===== src/rtl/gfx_dma_writer_if.sv =====
// CPU write port and VRAM-side outputs of the gfx DMA writer.
interface gfx_dma_writer_if #(
  parameter int ADDR_W = 16,
  parameter int DEPTH  = 8
);
  localparam int LVL_W = $clog2(DEPTH) + 1;

  logic              i_wr_valid;
  logic [ADDR_W-1:0] i_wr_addr;
  logic [7:0]        i_wr_data;
  logic              o_wr_ready;
  logic              i_blank;
  logic              o_addr_sel;
  logic [ADDR_W-1:0] o_dma_addr;
  logic [7:0]        o_dma_data;
  logic              o_data_oe;
  logic              o_vram_we_n;
  logic              o_full;
  logic              o_empty;
  logic [LVL_W-1:0]  o_level;

  modport slave (
    input  i_wr_valid, i_wr_addr, i_wr_data, i_blank,
    output o_wr_ready, o_addr_sel, o_dma_addr, o_dma_data, o_data_oe,
           o_vram_we_n, o_full, o_empty, o_level
  );

  modport master (
    output i_wr_valid, i_wr_addr, i_wr_data, i_blank,
    input  o_wr_ready, o_addr_sel, o_dma_addr, o_dma_data, o_data_oe,
           o_vram_we_n, o_full, o_empty, o_level
  );
endinterface


===== src/rtl/gfx_dma_writer.sv =====
// DMA writer: buffers CPU pixel writes and drains them into VRAM during blanking.
//
// state  | meaning
// IDLE   | bus belongs to VGA; waiting for a queued entry and blank
// SETUP  | DMA owns the bus, address/data settling
// STROBE | write strobe low for one clock
// HOLD   | address/data hold; may chain straight into the next write
//
// Bus outputs are a registered decode of the state, so they trail the state by
// one clock. The popped entry is staged for one clock as well, keeping address
// and data stable through the visible HOLD cycle of a burst.
module gfx_dma_writer #(
  parameter int ADDR_W = 16,
  parameter int DEPTH  = 8
) (
  input logic             i_clk,
  input logic             i_rst,
  gfx_dma_writer_if.slave bus
);
  localparam int PTR_W = $clog2(DEPTH);
  localparam int LVL_W = PTR_W + 1;
  localparam int ENT_W = ADDR_W + 8;

  typedef enum logic [1:0] {IDLE, SETUP, STROBE, HOLD} state_t;

  state_t            state_q, state_nxt;
  logic [ENT_W-1:0]  mem [DEPTH];
  logic [PTR_W-1:0]  wr_ptr, rd_ptr;
  logic [LVL_W-1:0]  level_q, level_nxt;
  logic              full_q, empty_q;
  logic              push, pop, pop_q;
  logic [ENT_W-1:0]  stage_q;
  logic              sel_d, oe_d, we_n_d;
  logic              sel_q, oe_q, we_n_q;
  logic [ADDR_W-1:0] addr_q;
  logic [7:0]        data_q;

  assign push = bus.i_wr_valid && !full_q;

  // FIFO storage; contents need no reset, the pointers define validity
  always_ff @(posedge i_clk) begin
    if (push) mem[wr_ptr] <= {bus.i_wr_addr, bus.i_wr_data};
  end

  // Next fill level; simultaneous push and pop leaves it unchanged
  always_comb begin
    level_nxt = level_q;
    if (push && !pop)      level_nxt = level_q + LVL_W'(1);
    else if (pop && !push) level_nxt = level_q - LVL_W'(1);
  end

  // Pointers, level and registered flags
  always_ff @(posedge i_clk or posedge i_rst) begin
    if (i_rst) begin
      wr_ptr  <= '0;
      rd_ptr  <= '0;
      level_q <= '0;
      full_q  <= 1'b0;
      empty_q <= 1'b1;
    end else begin
      if (push) wr_ptr <= wr_ptr + PTR_W'(1);
      if (pop)  rd_ptr <= rd_ptr + PTR_W'(1);
      level_q <= level_nxt;
      full_q  <= (level_nxt == LVL_W'(DEPTH));
      empty_q <= (level_nxt == '0);
    end
  end

  // FSM state register
  always_ff @(posedge i_clk or posedge i_rst) begin
    if (i_rst) state_q <= IDLE;
    else       state_q <= state_nxt;
  end

  // FSM next state and pop decision; blank only matters in IDLE and HOLD
  always_comb begin
    state_nxt = state_q;
    pop       = 1'b0;
    case (state_q)
      IDLE: begin
        if (!empty_q && bus.i_blank) begin
          pop       = 1'b1;
          state_nxt = SETUP;
        end
      end
      SETUP:  state_nxt = STROBE;
      STROBE: state_nxt = HOLD;
      HOLD: begin
        if (!empty_q && bus.i_blank) begin
          pop       = 1'b1;
          state_nxt = SETUP;
        end else begin
          state_nxt = IDLE;
        end
      end
      default: state_nxt = IDLE;
    endcase
  end

  // FSM output decode
  always_comb begin
    sel_d  = (state_q != IDLE);
    oe_d   = (state_q != IDLE);
    we_n_d = (state_q != STROBE);
  end

  // Registered bus controls and address/data path
  always_ff @(posedge i_clk or posedge i_rst) begin
    if (i_rst) begin
      sel_q   <= 1'b0;
      oe_q    <= 1'b0;
      we_n_q  <= 1'b1;
      pop_q   <= 1'b0;
      stage_q <= '0;
      addr_q  <= '0;
      data_q  <= '0;
    end else begin
      sel_q  <= sel_d;
      oe_q   <= oe_d;
      we_n_q <= we_n_d;
      pop_q  <= pop;
      if (pop)   stage_q <= mem[rd_ptr];
      if (pop_q) {addr_q, data_q} <= stage_q;
    end
  end

  assign bus.o_wr_ready  = !full_q;
  assign bus.o_full      = full_q;
  assign bus.o_empty     = empty_q;
  assign bus.o_level     = level_q;
  assign bus.o_addr_sel  = sel_q;
  assign bus.o_data_oe   = oe_q;
  assign bus.o_vram_we_n = we_n_q;
  assign bus.o_dma_addr  = addr_q;
  assign bus.o_dma_data  = data_q;
endmodule


===== src/flat_wrapper.sv =====
// flat-port wrapper written by rule: the top's interface ports become plain ports
module gfx_dma_writer_flat 
#(
  parameter int ADDR_W = 16,
  parameter int DEPTH  = 8
)
  (i_clk, i_rst, bus_i_wr_valid, bus_i_wr_addr, bus_i_wr_data, bus_i_blank, bus_o_wr_ready, bus_o_addr_sel, bus_o_dma_addr, bus_o_dma_data, bus_o_data_oe, bus_o_vram_we_n, bus_o_full, bus_o_empty, bus_o_level);
  gfx_dma_writer_if #(.ADDR_W(ADDR_W), .DEPTH(DEPTH)) bus_i ();
  input logic i_clk;
  input logic i_rst;
  input wire logic [$bits(bus_i.i_wr_valid)-1:0] bus_i_wr_valid;
  input wire logic [$bits(bus_i.i_wr_addr)-1:0] bus_i_wr_addr;
  input wire logic [$bits(bus_i.i_wr_data)-1:0] bus_i_wr_data;
  input wire logic [$bits(bus_i.i_blank)-1:0] bus_i_blank;
  output wire logic [$bits(bus_i.o_wr_ready)-1:0] bus_o_wr_ready;
  output wire logic [$bits(bus_i.o_addr_sel)-1:0] bus_o_addr_sel;
  output wire logic [$bits(bus_i.o_dma_addr)-1:0] bus_o_dma_addr;
  output wire logic [$bits(bus_i.o_dma_data)-1:0] bus_o_dma_data;
  output wire logic [$bits(bus_i.o_data_oe)-1:0] bus_o_data_oe;
  output wire logic [$bits(bus_i.o_vram_we_n)-1:0] bus_o_vram_we_n;
  output wire logic [$bits(bus_i.o_full)-1:0] bus_o_full;
  output wire logic [$bits(bus_i.o_empty)-1:0] bus_o_empty;
  output wire logic [$bits(bus_i.o_level)-1:0] bus_o_level;
  assign bus_i.i_wr_valid = bus_i_wr_valid;
  assign bus_i.i_wr_addr = bus_i_wr_addr;
  assign bus_i.i_wr_data = bus_i_wr_data;
  assign bus_i.i_blank = bus_i_blank;
  assign bus_o_wr_ready = bus_i.o_wr_ready;
  assign bus_o_addr_sel = bus_i.o_addr_sel;
  assign bus_o_dma_addr = bus_i.o_dma_addr;
  assign bus_o_dma_data = bus_i.o_dma_data;
  assign bus_o_data_oe = bus_i.o_data_oe;
  assign bus_o_vram_we_n = bus_i.o_vram_we_n;
  assign bus_o_full = bus_i.o_full;
  assign bus_o_empty = bus_i.o_empty;
  assign bus_o_level = bus_i.o_level;
  gfx_dma_writer #(.ADDR_W(ADDR_W), .DEPTH(DEPTH)) u_core (.i_clk(i_clk), .i_rst(i_rst), .bus(bus_i));
endmodule

===== config.mk =====
export PLATFORM = sky130hd
export DESIGN_NAME = gfx_dma_writer_flat
export DESIGN_NICKNAME = d
export VERILOG_FILES = /design/src/rtl/gfx_dma_writer_if.sv /design/src/rtl/gfx_dma_writer.sv /design/src/flat_wrapper.sv
export SDC_FILE = /design/constraint.sdc
export NUM_CORES = 1
export LEC_CHECK = 0
export CAP_MARGIN = 20
export CORE_UTILIZATION = 49
export CTS_BUF_LIST = sky130_fd_sc_hd__clkbuf_2 sky130_fd_sc_hd__clkbuf_4 sky130_fd_sc_hd__clkbuf_8
export DETAILED_ROUTE_END_ITERATION = 8
export GPL_TIMING_DRIVEN = 0
export HOLD_SLACK_MARGIN = 0.05
export PLACE_DENSITY = 0.68
export SYNTH_ARGS = -nofsm -noshare
export SYNTH_HDL_FRONTEND = slang
export SYNTH_SLANG_ARGS = --single-unit

===== constraint.sdc =====
create_clock -name i_clk -period 4.8 [get_ports i_clk]
set_input_delay 1.44 -clock i_clk [delete_from_list [all_inputs] [get_ports i_clk]]
set_output_delay 1.44 -clock i_clk [all_outputs]
set_load 0.05 [all_outputs]

Word level (Yosys, flattened, before mapping) --
Memories as Yosys holds them, arrays and structs flattened. A register that Yosys moved wholly into a read port is not among the register bits. Index checks and enable logic that the tools add are counted.
Word-level totals: bits in registers 41, bits in latches 0, RAM bits 192, memory bits (read-only) 0, input port bits 28, output and inout bits 34, word-level logic and storage cells 43, memories kept 1
Cells by class: $add $sub $neg 4, multiply operators 0, div/mod/pow operators 0, magnitude comparators 0, equality and inequality tests 6, shift operators 0, mux-type cells 9, bitwise operators 0, reduce and logical (&&, ||, !) cells 12
Memories:
- u_core.mem | depth 8, width 24, read ports 1, clocked after Yosys merged registers in 1, write ports 1, RTL line gfx_dma_writer.sv:27 | logic [ENT_W-1:0] mem [DEPTH];
Operators with widths (count):
- 2-to-1 mux 4 bit | 2
- one-hot mux 2 bit (4 select lines) | 1
- adder 3 x 1 -> 3 bit (second input constant) | 2
- 2-to-1 mux 1 bit | 5
- adder 4 x 1 -> 4 bit (second input constant) | 1
- equality test 2 bit (second input constant) | 2
- equality test 4 bit (second input constant) | 1
- logical AND 1 bit | 4
- zero test 1 bit | 4
- zero test 4 bit | 1
- subtractor 4 x 1 -> 4 bit (second input constant) | 1
- equality test 2 x 1 -> 1 bit (second input constant) | 1
- zero test 2 bit | 1
- 2-to-1 mux 2 bit | 1
- inequality test 2 x 1 -> 1 bit (second input constant) | 1
- inequality test 2 bit (second input constant) | 1
- nonzero test 2 bit | 1
- OR reduction 2 bit | 1

Longest topological paths before layout --
depth after elaboration 8, mapped depth 8, mapped depth without buffers 7

Worst setup path after synthesis --
No wires, ideal clock.
path type input to register, start in bus_i_wr_valid, end mem u_core.mem[0][0] (netlist name) (enable), library setup time 0.435 ns, data arrival time 3.654 ns, required time 4.365 ns, path slack 0.711 ns, stages 4, buffers on the path 1, cell sequence nor2b_1 -> clkbuf_1 -> nand2b_1 -> nor3_1
On the way: cells in the longest elaborated chain, start to end 3
Ends and longest elaborated chain:
- from (decl) | RTL line flat_wrapper.sv:11 | input wire logic [$bits(bus_i.i_wr_valid)-1:0] bus_i_wr_valid;
- logical AND 1 bit | RTL line gfx_dma_writer.sv:38 | assign push = bus.i_wr_valid && !full_q;
- 2-to-1 mux 1 bit | RTL line gfx_dma_writer.sv:42 | if (push) mem[wr_ptr] <= {bus.i_wr_addr, bus.i_wr_data};
- 2-to-1 mux 1 bit (implied by the code) | RTL line gfx_dma_writer.sv:42
- to (decl) | RTL line gfx_dma_writer.sv:27
No other way between the ends.

Final worst setup path --
start in bus_i_wr_valid, end mem u_core.mem[4][3] (netlist name) (enable)
Same word-level chain as after synthesis.

==> flow_metrics.tcl <==
set metrics [dict create \
    area_delta_synth_final_pct 19.5 \
    crit_type "in -> reg" \
    die_w_um 144 \
    worst_pin_slew_ns 0.935 \
    finalNetCount 655 \
    gp_congestion 0.759 \
    power_w 0.00772 \
    hp-start "u_core.stage_q[16]" \
    ff2ff_setup_slack_ns 2.39 \
    worstHoldPathCells 2 \
    die_h_um 144 \
    grtUsageTotal 0.196 \
    cp_slowest_cell "nor2_4" \
    antenna_found_initial 0 \
    rr_endpoint "u_core.mem[4][3]" \
    finalSetupViolCount 0 \
    max-slew-margin-rel 0.375 \
    via_count 4906 \
    finalMaxSlewViolations 0 \
    multi_input_area_mm2 0.00232 \
    fill_cells 1444 \
    internal-power_w 0.00506 \
    fmax_mhz 292 \
    p_comb_frac 0.357 \
    fin_skew_ns 0.0161 \
    power.share.clock 0.232 \
    cts_htree_levels 2 \
    max_stage_delay_ns 0.81 \
    r2r-start "u_core.bus.o_full" \
    synth_cell_type_count 35 \
    crit_path_end_kind "register" \
    cts_hold_buf 0 \
    min_to "u_core.stage_q[16]" \
    final_hold_viol_count 0 \
    rsz0062_at_grt "false" \
    p_leak_nw 4.19 \
    seq_area_mm2 0.00739 \
    post-route-period-util 0.713 \
    grt_pass1_wl_mm 28.9 \
    viasPerCell 5.35 \
    holdCritPathClass "reg -> reg" \
    cts_root_buffer "clkbuf_8" \
    clock-sinks 257 \
    numPortBuffers 61 \
    worstPathRequired_ns 4.94 \
    place_inst 840 \
    ys_seq_area_frac 0.753 \
    syn-cell-area_mm2 0.00982 \
    ctsResizeCount 0 \
    firstDrtPassIters 5 \
    clock_path_buffers 3 \
    r2r_cells 4 \
    core.rowCount 51 \
    syn_avg_cell_area_um2 19.4 \
    worstSetupStartpointType "primary input" \
    yosysWarnings 0 \
    clk_latency_ns 0.54 \
    start_util 0.503 \
    period_minus_slack_ns 3.42 \
    ant_nets 0 \
    core_area_mm2 0.0195 \
    worst-path-max-fanout 24 \
    vdd_drop_max_uv 263 \
    pwr_density_cell_mw_per_mm2 659 \
    crit_buf_inv 2 \
    status "complete, no violations" \
    grt_max_degree 41 \
    syn_inst 506 \
    pin_count 62 \
    die_area_mm2 0.0206 \
    synth_seq_cells 257 \
    drt_iter0_markers 364 \
    place_ws_ns 0.843 \
    syn_nets 542 \
    path_cells "clkdlybuf4s50_1, nor2b_1, clkbuf_1, nand2b_1, nor2_4" \
    p_sw_w 0.00266 \
    drc 0 \
    drive_above_1_share 0.268 \
    numCtsBuffers 42 \
    switching_share 0.344 \
    routed_wl_mm 19.0 \
    fin_cells 917 \
    grt_pass1_vias 5203 \
    power_frac_seq 0.411 \
    worst_slack_ns 1.38 \
    overflow 0 \
    cap_violations 0 \
    clk_pin_slew_ns 0.06 \
    wl_per_cell_um 20.7 \
    cts_tree "done" \
    cp.arrival_ns 3.56 \
    crit_family "simple AND/OR/NAND/NOR gates" \
    antenna_cells 0 \
    dp_hpwl_mm 11.7 \
    cts_setup_buffers 0 \
]
[cells by family after synthesis]
| logic type | Yosys count | share of synthesized area |
|---|---|---|
| buffers and inverters | 34 | 0.0158 |
| AND/OR/NAND/NOR | 69 | 0.0322 |
| XOR/XNOR | 5 | 0.00446 |
| multiplexers | 96 | 0.162 |
| flip-flops | 257 | 0.753 |
| AO/OA/AOI/OAI | 37 | 0.0219 |
| adder cells (fa/ha/maj) | 8 | 0.0102 |
[layer usage]
metal / global-route usage / part of all wire / vias to the layer above
met5: 0 / 0 / -
met4: 0.0655 / 0.014 / 0
met3: 0.0473 / 0.073 / 23
met2: 0.332 / 0.51 / 157
met1: 0.249 / 0.40 / 2521
li1: - / - / 2205
[worst min-delay path, delay by kind of cell, from the launching register on]
family / cells / cell delay, ns
AND/OR/NAND/NOR: 1 / 0.04
AO/OA/AOI/OAI: 1 / 0.06
flip-flops: 1 / 0.34
[cell usage in the layout, fill, tap and decap left out, types with 4 or more instances in the layout]
master           Yosys  routed
edfxtp_1           192     192
dfrtp_1             63      63
clkdlybuf4s50_1      0      61
mux4_2              48      48
clkbuf_8             0      43
nand2_1             39      39
o21ai_0             29      29
mux2i_1             24      24
mux2_2              24      24
clkbuf_4             0      21
buf_2               12      12
clkinv_1             0      11
clkbuf_1            10      10
inv_1                9       8
ha_1                 8       8
buf_6                1       7
nor2_4               0       6
nor2_1              11       5
xnor2_1              5       5
nand2b_1             4       4
[metrics by stage]
step	util	TNS [ns]	cell area [µm²]	hold slack (ns)
5_1_grt	0.601	0	11700	0.502
2_1_floorplan	-	0	9820	0.444
6_report	0.601	0	11700	0.477
3_3_place_gp	0.551	-109.70	10800	0.459
3_5_place_dp	0.559	0	10900	0.467
4_1_cts	0.601	0	11700	0.480
[layout make-up]
class,instances,area share
multi-input combinational,215,0.198
inverter,10,0.00331
clock buffer,64,0.0639
tap,265,0.0283
timing repair buffer,69,0.0612
clock inverter,13,0.00491
sequential,257,0.630
buffer,24,0.00992
[synth_stat cells (all sizes together)]
library cell / count / area (µm²)
edfxtp: 192 / 5770
nand2b: 4 / 25.0
a221oi: 2 / 17.5
nand3b: 1 / 7.51
nor2: 11 / 41.3
nor3: 5 / 25.0
nand2: 39 / 146
dfrtp: 63 / 1580
mux2: 24 / 270
clkbuf: 10 / 37.5
ha: 8 / 100
clkinv: 1 / 5.00
inv: 9 / 33.8
o211ai: 1 / 7.51
o22a: 1 / 8.76
xnor2: 5 / 43.8
buf: 14 / 78.8
nor4b: 1 / 15.0
a21o: 1 / 7.51
nand3: 1 / 5.00
o21ai: 29 / 145
mux2i: 24 / 240
a31oi: 1 / 6.26
mux4: 48 / 1080
and3: 2 / 12.5
nor2b: 1 / 6.26
o21a: 1 / 7.51
or3: 2 / 17.5
or3b: 1 / 8.76
and2: 1 / 6.26
a2111oi: 1 / 15.0
dfstp: 2 / 52.6
[worst max-delay path by stage]
stage,to,cells past startpoint,start
finish,u_core.mem[4][3],5,bus_i_wr_valid
global route,u_core.mem[4][3],5,bus_i_wr_valid
CTS,u_core.mem[4][3],5,bus_i_wr_valid
detailed placement,u_core.mem[4][8],5,bus_i_wr_valid
floorplan,u_core.mem[0][0],4,bus_i_wr_valid
global placement,u_core.mem[0][8],5,bus_i_wr_valid
[power by group through the flow]
stage / sequential [W] / clock [W] / combinational [W]
finish: 0.00318 / 0.00179 / 0.00276
CTS: 0.00318 / 0.00184 / 0.00281
global placement: 0.00320 / 0 / 0.00266
global route: 0.00323 / 0.00193 / 0.00297
detailed placement: 0.00322 / 0 / 0.00280
floorplan: 0.00361 / 0 / 0.00147
[sequential cells by signal, summed over array words and instances (netlist names)]
name,count
u_core.bus.o_addr_sel,1
u_core.pop_q,1
u_core.state_q,2
u_core.stage_q,24
u_core.bus.o_level,4
u_core.bus.o_dma_addr,16
u_core.bus.o_full,1
u_core.rd_ptr,3
u_core.mem,192
u_core.wr_ptr,3
u_core.bus.o_dma_data,8
u_core.bus.o_empty,1
u_core.bus.o_vram_we_n,1
No activity file was read; power rests on OpenSTA's default activity.
